===== src/rtl/vga_mem_arbiter.sv =====
// Arbitrates a single-port glyph/tile RAM between pixel-fetch reads (absolute priority)
// and buffered stopwatch digit writes, which drain on cycles without a read request.
module vga_mem_arbiter #(
    parameter int ADDR_W     = 11,
    parameter int DATA_W     = 8,
    parameter int WQ_DEPTH   = 4,
    parameter int STARVE_MAX = 800
) (
    input  logic              board_clk,
    input  logic              rst_n,
    input  logic              rd_req,
    input  logic [ADDR_W-1:0] rd_addr,
    output logic              rd_valid,
    output logic [DATA_W-1:0] rd_data,
    input  logic              wr_req,
    input  logic [ADDR_W-1:0] wr_addr,
    input  logic [DATA_W-1:0] wr_data,
    output logic              wr_ready,
    output logic              wr_starved,
    output logic              wq_empty,
    output logic              mem_en,
    output logic              mem_we,
    output logic [ADDR_W-1:0] mem_addr,
    output logic [DATA_W-1:0] mem_wdata,
    input  logic [DATA_W-1:0] mem_rdata
);
    localparam int PTR_W = (WQ_DEPTH > 1) ? $clog2(WQ_DEPTH) : 1;
    localparam int CNT_W = PTR_W + 1;
    localparam int SC_W  = $clog2(STARVE_MAX + 1);
    localparam logic [CNT_W-1:0] FULL_OCC   = CNT_W'(WQ_DEPTH);
    localparam logic [SC_W-1:0]  STARVE_TOP = SC_W'(STARVE_MAX);

    typedef enum logic [1:0] {IDLE = 2'd0, RD = 2'd1, WR = 2'd2} state_t;
    state_t state_reg, state_next;

    logic [ADDR_W-1:0] wq_addr_mem [WQ_DEPTH];
    logic [DATA_W-1:0] wq_data_mem [WQ_DEPTH];
    logic [PTR_W-1:0]  wr_ptr_reg, rd_ptr_reg, head_ptr;
    logic [CNT_W-1:0]  occ_reg, occ_next, pend_occ;
    logic [SC_W-1:0]   starve_reg, starve_next;
    logic              wr_ready_reg, rd_valid_reg;
    logic [ADDR_W-1:0] mem_addr_reg, mem_addr_next;
    logic [DATA_W-1:0] mem_wdata_reg, mem_wdata_next, rd_hold_reg;
    logic              push, pop;

    // The WR-state entry retires at the end of this cycle, so the next grant
    // decision looks past it to the following entry.
    always_comb begin
        pop            = (state_reg == WR);
        push           = wr_req && wr_ready_reg;
        pend_occ       = occ_reg - CNT_W'(pop);
        head_ptr       = rd_ptr_reg + PTR_W'(pop);
        occ_next       = occ_reg + CNT_W'(push) - CNT_W'(pop);
        state_next     = IDLE;
        mem_addr_next  = mem_addr_reg;
        mem_wdata_next = mem_wdata_reg;
        if (rd_req) begin
            state_next    = RD;
            mem_addr_next = rd_addr;
        end else if (pend_occ != '0) begin
            state_next     = WR;
            mem_addr_next  = wq_addr_mem[head_ptr];
            mem_wdata_next = wq_data_mem[head_ptr];
        end
        starve_next = starve_reg;
        if (state_next == WR || occ_reg == '0)
            starve_next = '0;
        else if (!pop && starve_reg != STARVE_TOP)
            starve_next = starve_reg + 1'b1;
    end

    always_ff @(posedge board_clk or negedge rst_n) begin
        if (!rst_n) begin
            state_reg     <= IDLE;
            occ_reg       <= '0;
            wr_ptr_reg    <= '0;
            rd_ptr_reg    <= '0;
            wr_ready_reg  <= 1'b1;
            starve_reg    <= '0;
            mem_addr_reg  <= '0;
            mem_wdata_reg <= '0;
            rd_valid_reg  <= 1'b0;
            rd_hold_reg   <= '0;
        end else begin
            state_reg     <= state_next;
            occ_reg       <= occ_next;
            wr_ptr_reg    <= wr_ptr_reg + PTR_W'(push);
            rd_ptr_reg    <= rd_ptr_reg + PTR_W'(pop);
            wr_ready_reg  <= (occ_next != FULL_OCC);
            starve_reg    <= starve_next;
            mem_addr_reg  <= mem_addr_next;
            mem_wdata_reg <= mem_wdata_next;
            rd_valid_reg  <= (state_reg == RD);
            if (rd_valid_reg)
                rd_hold_reg <= mem_rdata;
        end
    end

    // Queue payload storage needs no reset; occupancy and pointers guard it.
    always_ff @(posedge board_clk) begin
        if (push) begin
            wq_addr_mem[wr_ptr_reg] <= wr_addr;
            wq_data_mem[wr_ptr_reg] <= wr_data;
        end
    end

    assign mem_en     = (state_reg != IDLE);
    assign mem_we     = (state_reg == WR);
    assign mem_addr   = mem_addr_reg;
    assign mem_wdata  = mem_wdata_reg;
    assign rd_valid   = rd_valid_reg;
    assign rd_data    = rd_valid_reg ? mem_rdata : rd_hold_reg;
    assign wr_ready   = wr_ready_reg;
    assign wr_starved = (starve_reg == STARVE_TOP);
    assign wq_empty   = (occ_reg == '0) && (state_reg != WR);
endmodule


===== config.mk =====
export PLATFORM = sky130hd
export DESIGN_NAME = vga_mem_arbiter
export DESIGN_NICKNAME = d
export VERILOG_FILES = /design/src/rtl/vga_mem_arbiter.sv
export SDC_FILE = /design/constraint.sdc
export NUM_CORES = 1
export LEC_CHECK = 0
export CAP_MARGIN = 20
export CORE_MARGIN = 4
export CORE_UTILIZATION = 25
export CTS_CLUSTER_DIAMETER = 200
export DETAILED_ROUTE_END_ITERATION = 10
export DONT_BUFFER_PORTS = 1
export PLACE_DENSITY = 0.5
export SLEW_MARGIN = 30
export SYNTH_ARGS = -nofsm -noshare
export SYNTH_HDL_FRONTEND = slang
export SYNTH_SLANG_ARGS = --single-unit

===== constraint.sdc =====
create_clock -name board_clk -period 6.9 [get_ports board_clk]
set_input_delay 1.035 -clock board_clk [delete_from_list [all_inputs] [get_ports board_clk]]
set_output_delay 1.035 -clock board_clk [all_outputs]
set_load 0.1 [all_outputs]

==> results.yml, run 1 <==
final_layout:
  layout_common_cells: "76 x edfxtp_1, 47 x dfrtp_1, 19 x mux4_2, 17 x clkbuf_16, 16 x mux2_2"
  syn_to_final_growth_pct: 21.3
  mostFrequentLayoutCell: "edfxtp_1"
  nets: 354
  drive_above_1_share_pct: 27.6
  final_util_pct: 30.8
  insertedDiodeCount: 0
  fin_area_sq_mm: 0.00602
  largest_register_ffs: 44
synthesis:
  ys_warn_count: 0
  synthesis.instances: 293
  yosysUniqueCellTypes: 40
  synth_nets: 341
  synth_area_leaders: "edfxtp_1 46%, dfrtp_1 24%, mux4_2 8.6%, mux2_2 3.6%, nor2b_1 1.5%"
  yosys.area.top_type: "edfxtp_1"
  ys.flop_type: "edfxtp_1"
  synth_area_per_cell_sq_um: 16.9
  synth-edff-count: 76
  ys_ff_latch: 124
  synth_top_area_share_pct: 46.0
  async_flop_share_pct: 38.7
  ys_seq_area_share_pct: 70.2
  synthesis.area_sq_mm: 0.00496
timing:
  hold_violations: 0
  fin_tns_setup_ns: 0
  holdWs_ns: 0.316
  worstMarginPinSlew_ns: 0.958
  fmax_mhz: 314
  post-route-min-period_ns: 3.18
  finClkSkew_ns: 0.0109
  finalSetupViolCount: 0
  max_slew_margin_pct: 36.3
  fin_crit_sh_pct: 46.1
  grt_setup_unrepaired: "false"
  timing.final.max_slew_violations: 0
critical_path:
  crit_chain: "nand2b_1 > clkinv_4 > nor3_2 > buf_16"
  rr_startpoint: "state_reg[0]"
  r2r_cells: 7
  worstPathRequired_ns: 5.86
  critPathMaxStageDelay_ns: 0.41
  critical_path_arrival_ns: 2.15
  cp-startpoint: "state_reg[0]"
  cp-start-kind: "flip-flop"
  crit_path_end_kind: "primary output"
  crit_type: "reg -> out"
  crit_fanout: 10
  cp_slowest_cell: "nand2b_1"
placed_design:
  port_buffers: 0
  place.gp.congestion: 0.740
  post_dp_cell_area_sq_mm: 0.00532
  hpwlAfterDp_microns: 6980
clocking:
  insertion_delay_ns: 0.42
  clkTransAtPathRegs_ns: 0.06
  clock_sinks: 124
  post_cts_resized: 0
  htree_levels: 4
  clockBufferDepth: 2
  cts_hold_buf: 0
  cts-root-buf: "clkbuf_16"
  post_cts_buffers: 0
  cts_buffers: 17
  cts_tree: "done"
routing:
  wl_per_cell_microns: 18.4
  dr.pass1.iters: 4
  ant_nets: 0
  avgViaCountPerCell: 4.29
  drc: 0
  drt-initial-drc-count: 142
  wl_microns: 10700
  route.vias.total: 2505
grt:
  antenna_found_initial: 0
  grtUsageTotal_pct: 10.3
  grt_pass1_wl_microns: 16700
  overflow: 0
  grt_pass1_vias: 2744
  grt_max_degree: 49
outcome:
  status: "complete, no violations"
floorplan:
  fp-row-count: 51
  start_util_pct: 25.4
  die_w_microns: 149
  io_pins: 75
  coreArea_sq_mm: 0.0195
  dieArea_sq_mm: 0.0222
  fp.dieH_microns: 149
worst_hold_path:
  hold_class: "in -> async"
power:
  power_leakage_nw: 2.15
  switching_power_mw: 1.34
  max-vdd-ir-drop_mv: 0.175
  comb_power_share_pct: 24.4
  p_per_area_mw_per_mm2: 554
  swShare_pct: 40.1
  clkPwrFrac_pct: 31.2
  internal_power_mw: 2.00
  p_seq_share_pct: 44.4
run:
  maxCapViolations: 0
-- metal layers --
metal	share of wire [%]	vias up	wire [microns]	track usage, %
met4	1.7	0	181	4.67
li1	-	1139	-	-
met3	7.6	12	813	4.77
met2	51	59	5440	16.8
met5	0	-	0	0
met1	40	1295	4310	11.7
-- cell families after synthesis --
family / count (synthesis) / share of synthesized area [%]
DFF: 124 / 70.2
and+or+nand+nor: 54 / 5.95
AOI/OAI and AO/OA: 38 / 4.56
muxes: 37 / 12.7
buffers and inverters: 21 / 2.27
xor gates and xnor gates: 13 / 2.67
adders and majority gates: 6 / 1.66
-- power groups by stage --
| stage | logic [mW] | clock network, mW | registers, mW |
|---|---|---|---|
| floorplan | 0.652 | 0 | 1.47 |
| global placement | 0.826 | 0 | 1.49 |
| detailed placement | 0.836 | 0 | 1.50 |
| CTS | 0.838 | 1.06 | 1.49 |
| global route | 0.888 | 1.09 | 1.50 |
| finish | 0.815 | 1.04 | 1.48 |
-- final cells by class --
class | instances | area, sq um
Fill cell | 1947 | 13500
Sequential cell | 124 | 3480
Multi-Input combinational cell | 148 | 1400
Clock buffer | 17 | 425
Tap cell | 265 | 332
Clock inverter | 15 | 267
Timing Repair Buffer | 7 | 72.6
Inverter | 8 | 35.0
-- worst max-delay path, delay by kind of cell, from the launching register on --
kind / cells / cell delay (ns)
buffers and inverters: 2 / 0.58
flip-flops: 1 / 0.36
AND/OR/NAND/NOR: 2 / 0.79
-- synthesized netlist by cell type, types with 2 or more instances --
| cell type | instances |
|---|---|
| nand4_1 | 3 |
| and2_1 | 2 |
| nor2_1 | 15 |
| xor2_1 | 8 |
| o21ai_0 | 11 |
| dfrtp_1 | 47 |
| edfxtp_1 | 76 |
| buf_2 | 2 |
| nand3_1 | 3 |
| clkbuf_1 | 6 |
| or2_2 | 2 |
| buf_6 | 2 |
| ha_1 | 5 |
| mux2_2 | 16 |
| a31oi_1 | 11 |
| and3_1 | 3 |
| a21oi_1 | 11 |
| nor3_1 | 2 |
| buf_4 | 3 |
| nor3b_1 | 2 |
| nand2_1 | 5 |
| inv_1 | 7 |
| nor2b_1 | 12 |
| mux4_2 | 19 |
| xnor2_1 | 4 |
| and4_1 | 2 |
-- per-stage QoR --
stage | power [mW] | worst slack [ns] | std cells
after floorplan | 2.12 | 2.92 | 293
after global placement | 2.32 | 4.20 | 552
after detailed placement | 2.34 | 4.17 | 552
after CTS | 3.39 | 3.72 | 584
after global routing | 3.49 | 3.61 | 584
final | 3.33 | 3.72 | 584
-- final timing paths --
path | end | slack, ns
setup reg to reg | mem_addr[9] | 4.32
min in group board_clk | rd_valid | 0.47
setup / recovery | wq_empty | 3.72
max in group asynchronous | wr_ready | 6.39
hold / removal | starve_reg[5] | 0.32
hold reg to reg | rd_valid | 0.47
Power figures use the tool's default switching activity.
==> run 2, diff against run 1 <==
==> constraint.sdc (replaced) <==
create_clock -name board_clk -period 3.2 [get_ports board_clk]
set_input_delay 0.48 -clock board_clk [delete_from_list [all_inputs] [get_ports board_clk]]
set_output_delay 0.48 -clock board_clk [all_outputs]
set_load 0.1 [all_outputs]
==> results.yml, run 2 (synthesized netlist as in run 1, its figures left out) <==
final_layout:
  final_util_pct: 30.7
  drive_above_1_share_pct: 28.0
  nets: 363
  largest_register_ffs: 44
  mostFrequentLayoutCell: "edfxtp_1"
  insertedDiodeCount: 0
  fillers: 1912
  syn_to_final_growth_pct: 20.9
  layout_common_cells: "76 x edfxtp_1, 47 x dfrtp_1, 19 x mux4_2, 17 x clkbuf_16, 16 x mux2_2"
critical_path:
  crit_fanout: 10
  crit_type: "reg -> out"
  cp-start-kind: "flip-flop"
  worstPathRequired_ns: 2.72
  crit_path_end_kind: "primary output"
  critical_path_arrival_ns: 2.11
clocking:
  cts_buffers: 17
  insertion_delay_ns: 0.42
  cts_tree: "done"
  cts-root-buf: "clkbuf_16"
  clockBufferDepth: 2
  htree_levels: 4
  post_cts_resized: 0
  clock_sinks: 124
  clkTransAtPathRegs_ns: 0.06
timing:
  worstMarginPinSlew_ns: 0.960
  setup_ws_ns: 0.606
  post-route-min-period_ns: 2.59
  finClkSkew_ns: 0.0143
  max_slew_margin_pct: 36.0
  grt_setup_unrepaired: "false"
  holdWs_ns: 0.102
  fmax_mhz: 386
  hold_violations: 0
  finalSetupViolCount: 0
  timing.final.max_slew_violations: 0
  fin_crit_sh_pct: 81.1
  fin_tns_setup_ns: 0
outcome:
  status: "complete, no violations"
grt:
  grt_max_degree: 49
  grt_pass1_vias: 2754
  overflow: 0
  grtUsageTotal_pct: 10.1
  antenna_found_initial: 0
  grt_pass1_wl_microns: 16700
placed_design:
  place.gp.congestion: 0.758
  dp_slack_ns: 0.702
  port_buffers: 0
  hpwlAfterDp_microns: 7200
routing:
  wl_per_cell_microns: 17.6
  wl_met1_microns: 4190
  route.vias.total: 2560
  highest_layer: "met4"
  wl_met2_microns: 5060
  drc: 0
  met3_length_microns: 1070
  dr.pass1.iters: 4
  avgViaCountPerCell: 4.32
  ant_nets: 0
  wl_microns: 10400
  drt-initial-drc-count: 199
power:
  p_per_area_mw_per_mm2: 1150
  max-vdd-ir-drop_mv: 0.406
  power_leakage_nw: 2.15
floorplan:
  coreArea_sq_mm: 0.0195
  io_pins: 75
  dieArea_sq_mm: 0.0222
  die_w_microns: 149
  fp-row-count: 51
  start_util_pct: 25.4
  fp.dieH_microns: 149
run:
  maxCapViolations: 0
worst_hold_path:
  hold_class: "in -> reg"
==> run 2: cell types whose count changed in the layout (fill, tap and decap cells not counted), sizes merged <==
cell / before / now
dlygate4sd3: 0 / 1
bufinv: 7 / 3
clkbuf: 17 / 20
clkinvlp: 1 / 2
inv: 9 / 10
clkinv: 6 / 5
buf: 7 / 15
==> run 2: repair_timing <==
action / CTS / global route
hold buffers: 2 / 0
setup endpoints to repair: 0 / 0
hold endpoints to repair: 48 / 0
setup buffers: 0 / 0
==> run 2: metrics by stage <==
stage | power [mW] | instance area [sq um] | cells
2_1_floorplan | 4.57 | 4970 | 293
3_3_place_gp | 4.97 | 5360 | 559
3_5_place_dp | 5.00 | 5360 | 559
4_1_cts | 7.00 | 6000 | 593
5_1_grt | 7.22 | 6000 | 593
6_report | 6.89 | 6000 | 593
==> run 2: layout make-up <==
type / count / area (sq um) / area share (%)
inverters: 8 / 35.0 / 0.584
well taps: 265 / 332 / 5.52
clock buffers: 20 / 447 / 7.44
flip-flops and latches: 124 / 3480 / 58.0
clock inverters: 12 / 163 / 2.71
multi-input cells: 148 / 1400 / 23.3
repair buffers: 16 / 143 / 2.38
==> run 2: where the power goes <==
part / internal [mW] / switching, mW
sequential: 2.11 / 1.08
clock: 1.25 / 0.694
combinational: 0.688 / 1.06
==> run 2: path summary, 6_finish.rpt <==
check,startpoint,end,cells after the start,slack [ns]
worst max-delay path,state_reg[0],wq_empty,4,0.61
worst min-delay path,rd_req,state_reg[0],0,0.10
worst max register to register,state_reg[0],wr_ready,9,0.74
worst min register to register,state_reg[1],rd_valid,1,0.47
max in group asynchronous,rst_n,wr_ready,2,2.33
min in group asynchronous,rst_n,rd_valid,2,0.60
==> run 2: per-layer routing <==
| metal | GRT usage, % | up-vias |
|---|---|---|
| met2 | 15.4 | 67 |
| met4 | 3.98 | 0 |
| met1 | 11.8 | 1321 |
| li1 | - | 1162 |
| met5 | 0 | - |
| met3 | 5.96 | 10 |
==> run 2: worst max-delay path, cell delays in order, from the launching register on <==
cell and delay, ns:
dfrtp_1 0.36, nand2b_1 0.38, clkinv_4 0.36, nor3_4 0.27, buf_4 0.32
==> run 3, diff against run 2 <==
--- a/config.mk
+++ b/config.mk
@@ -5,6 +5,7 @@
 export SDC_FILE = /design/constraint.sdc
 export NUM_CORES = 1
 export LEC_CHECK = 0
+export ABC_AREA = 1
 export CAP_MARGIN = 20
 export CORE_MARGIN = 4
 export CORE_UTILIZATION = 25
==> constraint.sdc (replaced) <==
create_clock -name board_clk -period 2.4 [get_ports board_clk]
set_input_delay 0.36 -clock board_clk [delete_from_list [all_inputs] [get_ports board_clk]]
set_output_delay 0.36 -clock board_clk [all_outputs]
set_load 0.1 [all_outputs]
==> results.yml, run 3 <==
clocking:
  htree_levels: 4
  cts_tree: "done"
  insertion_delay_ns: 0.41
  clkTransAtPathRegs_ns: 0.06
  post_cts_buffers: 0
  clock_sinks: 124
  cts_buffers: 17
  cts-root-buf: "clkbuf_16"
  clockBufferDepth: 2
critical_path:
  worst_r2r_endpoint: "mem_wdata[4]"
  critPathCapture: "wr_starved"
  rrSetupSlack_ns: 0.38
  rr_startpoint: "state_reg[1]"
  r2r_cells: 8
  crit_fanout: 8
  crit_type: "reg -> out"
  crit_path_end_kind: "primary output"
  cp-startpoint: "starve_reg[0]"
  critical_path_arrival_ns: 1.87
  worstPathRequired_ns: 2.04
  cp-start-kind: "flip-flop"
floorplan:
  fp-row-count: 52
  coreArea_sq_mm: 0.0202
  fp.dieH_microns: 151
  dieArea_sq_mm: 0.0228
  start_util_pct: 25.4
  io_pins: 75
  die_w_microns: 151
power:
  power_leakage_nw: 2.51
  internal_power_mw: 5.34
  comb_power_share_pct: 34.7
  max-vdd-ir-drop_mv: 0.808
  clkPwrFrac_pct: 28.2
  p_seq_share_pct: 37.1
  switching_power_mw: 4.31
  swShare_pct: 44.7
  p_per_area_mw_per_mm2: 1530
  total_power_mw: 9.66
routing:
  avgViaCountPerCell: 4.35
  wl_microns: 12100
  drt-initial-drc-count: 194
  dr.pass1.iters: 4
  route.vias.total: 3365
  wl_per_cell_microns: 15.6
  drc: 0
  ant_nets: 0
synthesis:
  synth_area_leaders: "edfxtp_1 45%, dfrtp_1 23%, nand2_1 8.1%, nand3_1 5.7%, nor2_1 3.6%"
  ys_seq_area_share_pct: 68.0
  synth_nets: 507
  ys.flop_type: "edfxtp_1"
  synth-edff-count: 76
  synth_top_area_share_pct: 44.5
  ys_top_cells_by_count: "111 x nand2_1, 76 x edfxtp_1, 58 x nand3_1"
  yosys.area.top_type: "edfxtp_1"
  synthesis.instances: 459
  synthesis.area_sq_mm: 0.00512
  ys_ff_latch: 124
  yosysUniqueCellTypes: 29
  yosysMostFrequentCell: "nand2_1"
  ys_warn_count: 0
  async_flop_share_pct: 38.7
  synth_area_per_cell_sq_um: 11.2
final_layout:
  final-instance-count-excl-fill: 773
  insertedDiodeCount: 0
  syn_to_final_growth_pct: 23.1
  nets: 538
  layout_common_cells: "111 x nand2_1, 76 x edfxtp_1, 58 x nand3_1, 48 x nor2_1, 47 x dfrtp_1"
  drive_above_1_share_pct: 17.1
  fillers: 2028
  mostFrequentLayoutCell: "nand2_1"
  largest_register_ffs: 44
grt:
  use_met3_pct: 4.58
  grt_pass1_wl_microns: 19000
  grt_max_degree: 49
  grtUsageTotal_pct: 11.1
  top_usage_layer: "met2"
  met1_usage_pct: 13.0
  antenna_found_initial: 0
  grtUsageMet2_pct: 18.3
  overflow: 0
  grt_pass1_vias: 3470
timing:
  grt_setup_unrepaired: "false"
  finClkSkew_ns: 0.00531
  setup_ws_ns: 0.168
  finalSetupViolCount: 0
  hold_violations: 0
  fin_crit_sh_pct: 93.0
  timing.final.max_slew_violations: 0
  worstMarginPinSlew_ns: 0.937
  post-route-min-period_ns: 2.23
  max_slew_margin_pct: 37.5
  fmax_mhz: 448
placed_design:
  dp_slack_ns: 0.363
  place.gp.congestion: 0.805
  numPlacedInstances: 738
  port_buffers: 0
  hpwlAfterDp_microns: 7760
worst_hold_path:
  hold_class: "in -> reg"
  hold_depth: 0
run:
  maxCapViolations: 0
outcome:
  status: "complete, no violations"
run 3: cell count changes after synthesis, sizes merged, moves of 7 or more:
cell / change
a21oi: -11
a31oi: -11
inv: +21
mux2: -9
mux4: -19
nand2: +110
nand3: +56
nand4: +13
nor2: +35
nor2b: -12
o21ai: +7
run 3: cells by family after synthesis:
group	share of synthesized area, %
xor gates and xnor gates	1.03
muxes	1.76
DFF	68.0
buffers and inverters	3.76
AOI/OAI and AO/OA	2.08
and+or+nand+nor	21.8
adders and majority gates	1.61
run 3: cell type report:
cell class,count,area [sq um],share of cell area [%]
inverter,28,105,1.67
clock buffer,17,425,6.75
multi-input combinational,289,1480,23.4
tap,270,338,5.36
clock inverter,15,209,3.31
sequential,124,3480,55.3
timing repair buffer,30,267,4.23
run 3: per-layer routing:
metal | vias up | share of wire, %
met1 | 1647 | 41
met3 | 16 | 8.0
met4 | 0 | 1.4
met5 | - | 0
met2 | 73 | 50
li1 | 1629 | -
run 3: worst min path at each step:
stage	startpoint	endpoint	slack, ns
6_report	wr_data[7]	wq_data_mem[2][7]	0.04
5_1_grt	wr_addr[1]	wq_addr_mem[2][1]	0.01
4_1_cts	wr_addr[6]	wq_addr_mem[0][6]	0.02
3_5_place_dp	rst_n	mem_wdata[2]	0.07
3_3_place_gp	rst_n	mem_wdata[2]	0.07
2_1_floorplan	rst_n	mem_addr[0]	0.06
run 3: timing repair:
| action | in CTS | in global routing |
|---|---|---|
| endpoints found under the setup margin | 0 | 1 |
| gates resized for setup | 0 | 2 |
| endpoints found under the hold margin | 49 | 0 |
| hold buffers | 3 | 0 |
run 3: per-stage QoR:
stage / setup TNS [ns] / utilization, % / area (sq um) / hold slack (ns)
2_1_floorplan: -34.34 / - / 5130 / 0.0644
3_3_place_gp: 0 / 27.8 / 5610 / 0.0678
3_5_place_dp: 0 / 27.8 / 5610 / 0.0684
4_1_cts: 0 / 31.2 / 6290 / 0.0198
5_1_grt: 0 / 31.3 / 6310 / 0.0143
6_report: 0 / 31.3 / 6310 / 0.0384
run 3: power by group through the flow:
stage | Clock, mW | Sequential (mW) | Combinational [mW]
floorplan | 0 | 4.33 | 1.83
global route | 2.88 | 3.64 | 3.67
CTS | 2.79 | 3.59 | 3.42
global placement | 0 | 3.61 | 3.33
finish | 2.73 | 3.58 | 3.35
detailed placement | 0 | 3.63 | 3.38
run 3: critical path: stages, from the launching register on:
cell	delay, ns
dfrtp_1	0.48
inv_1	0.12
ha_1	0.14
nand2_1	0.05
nor2_1	0.16
nand4_4	0.16
inv_1	0.11
buf_6	0.23
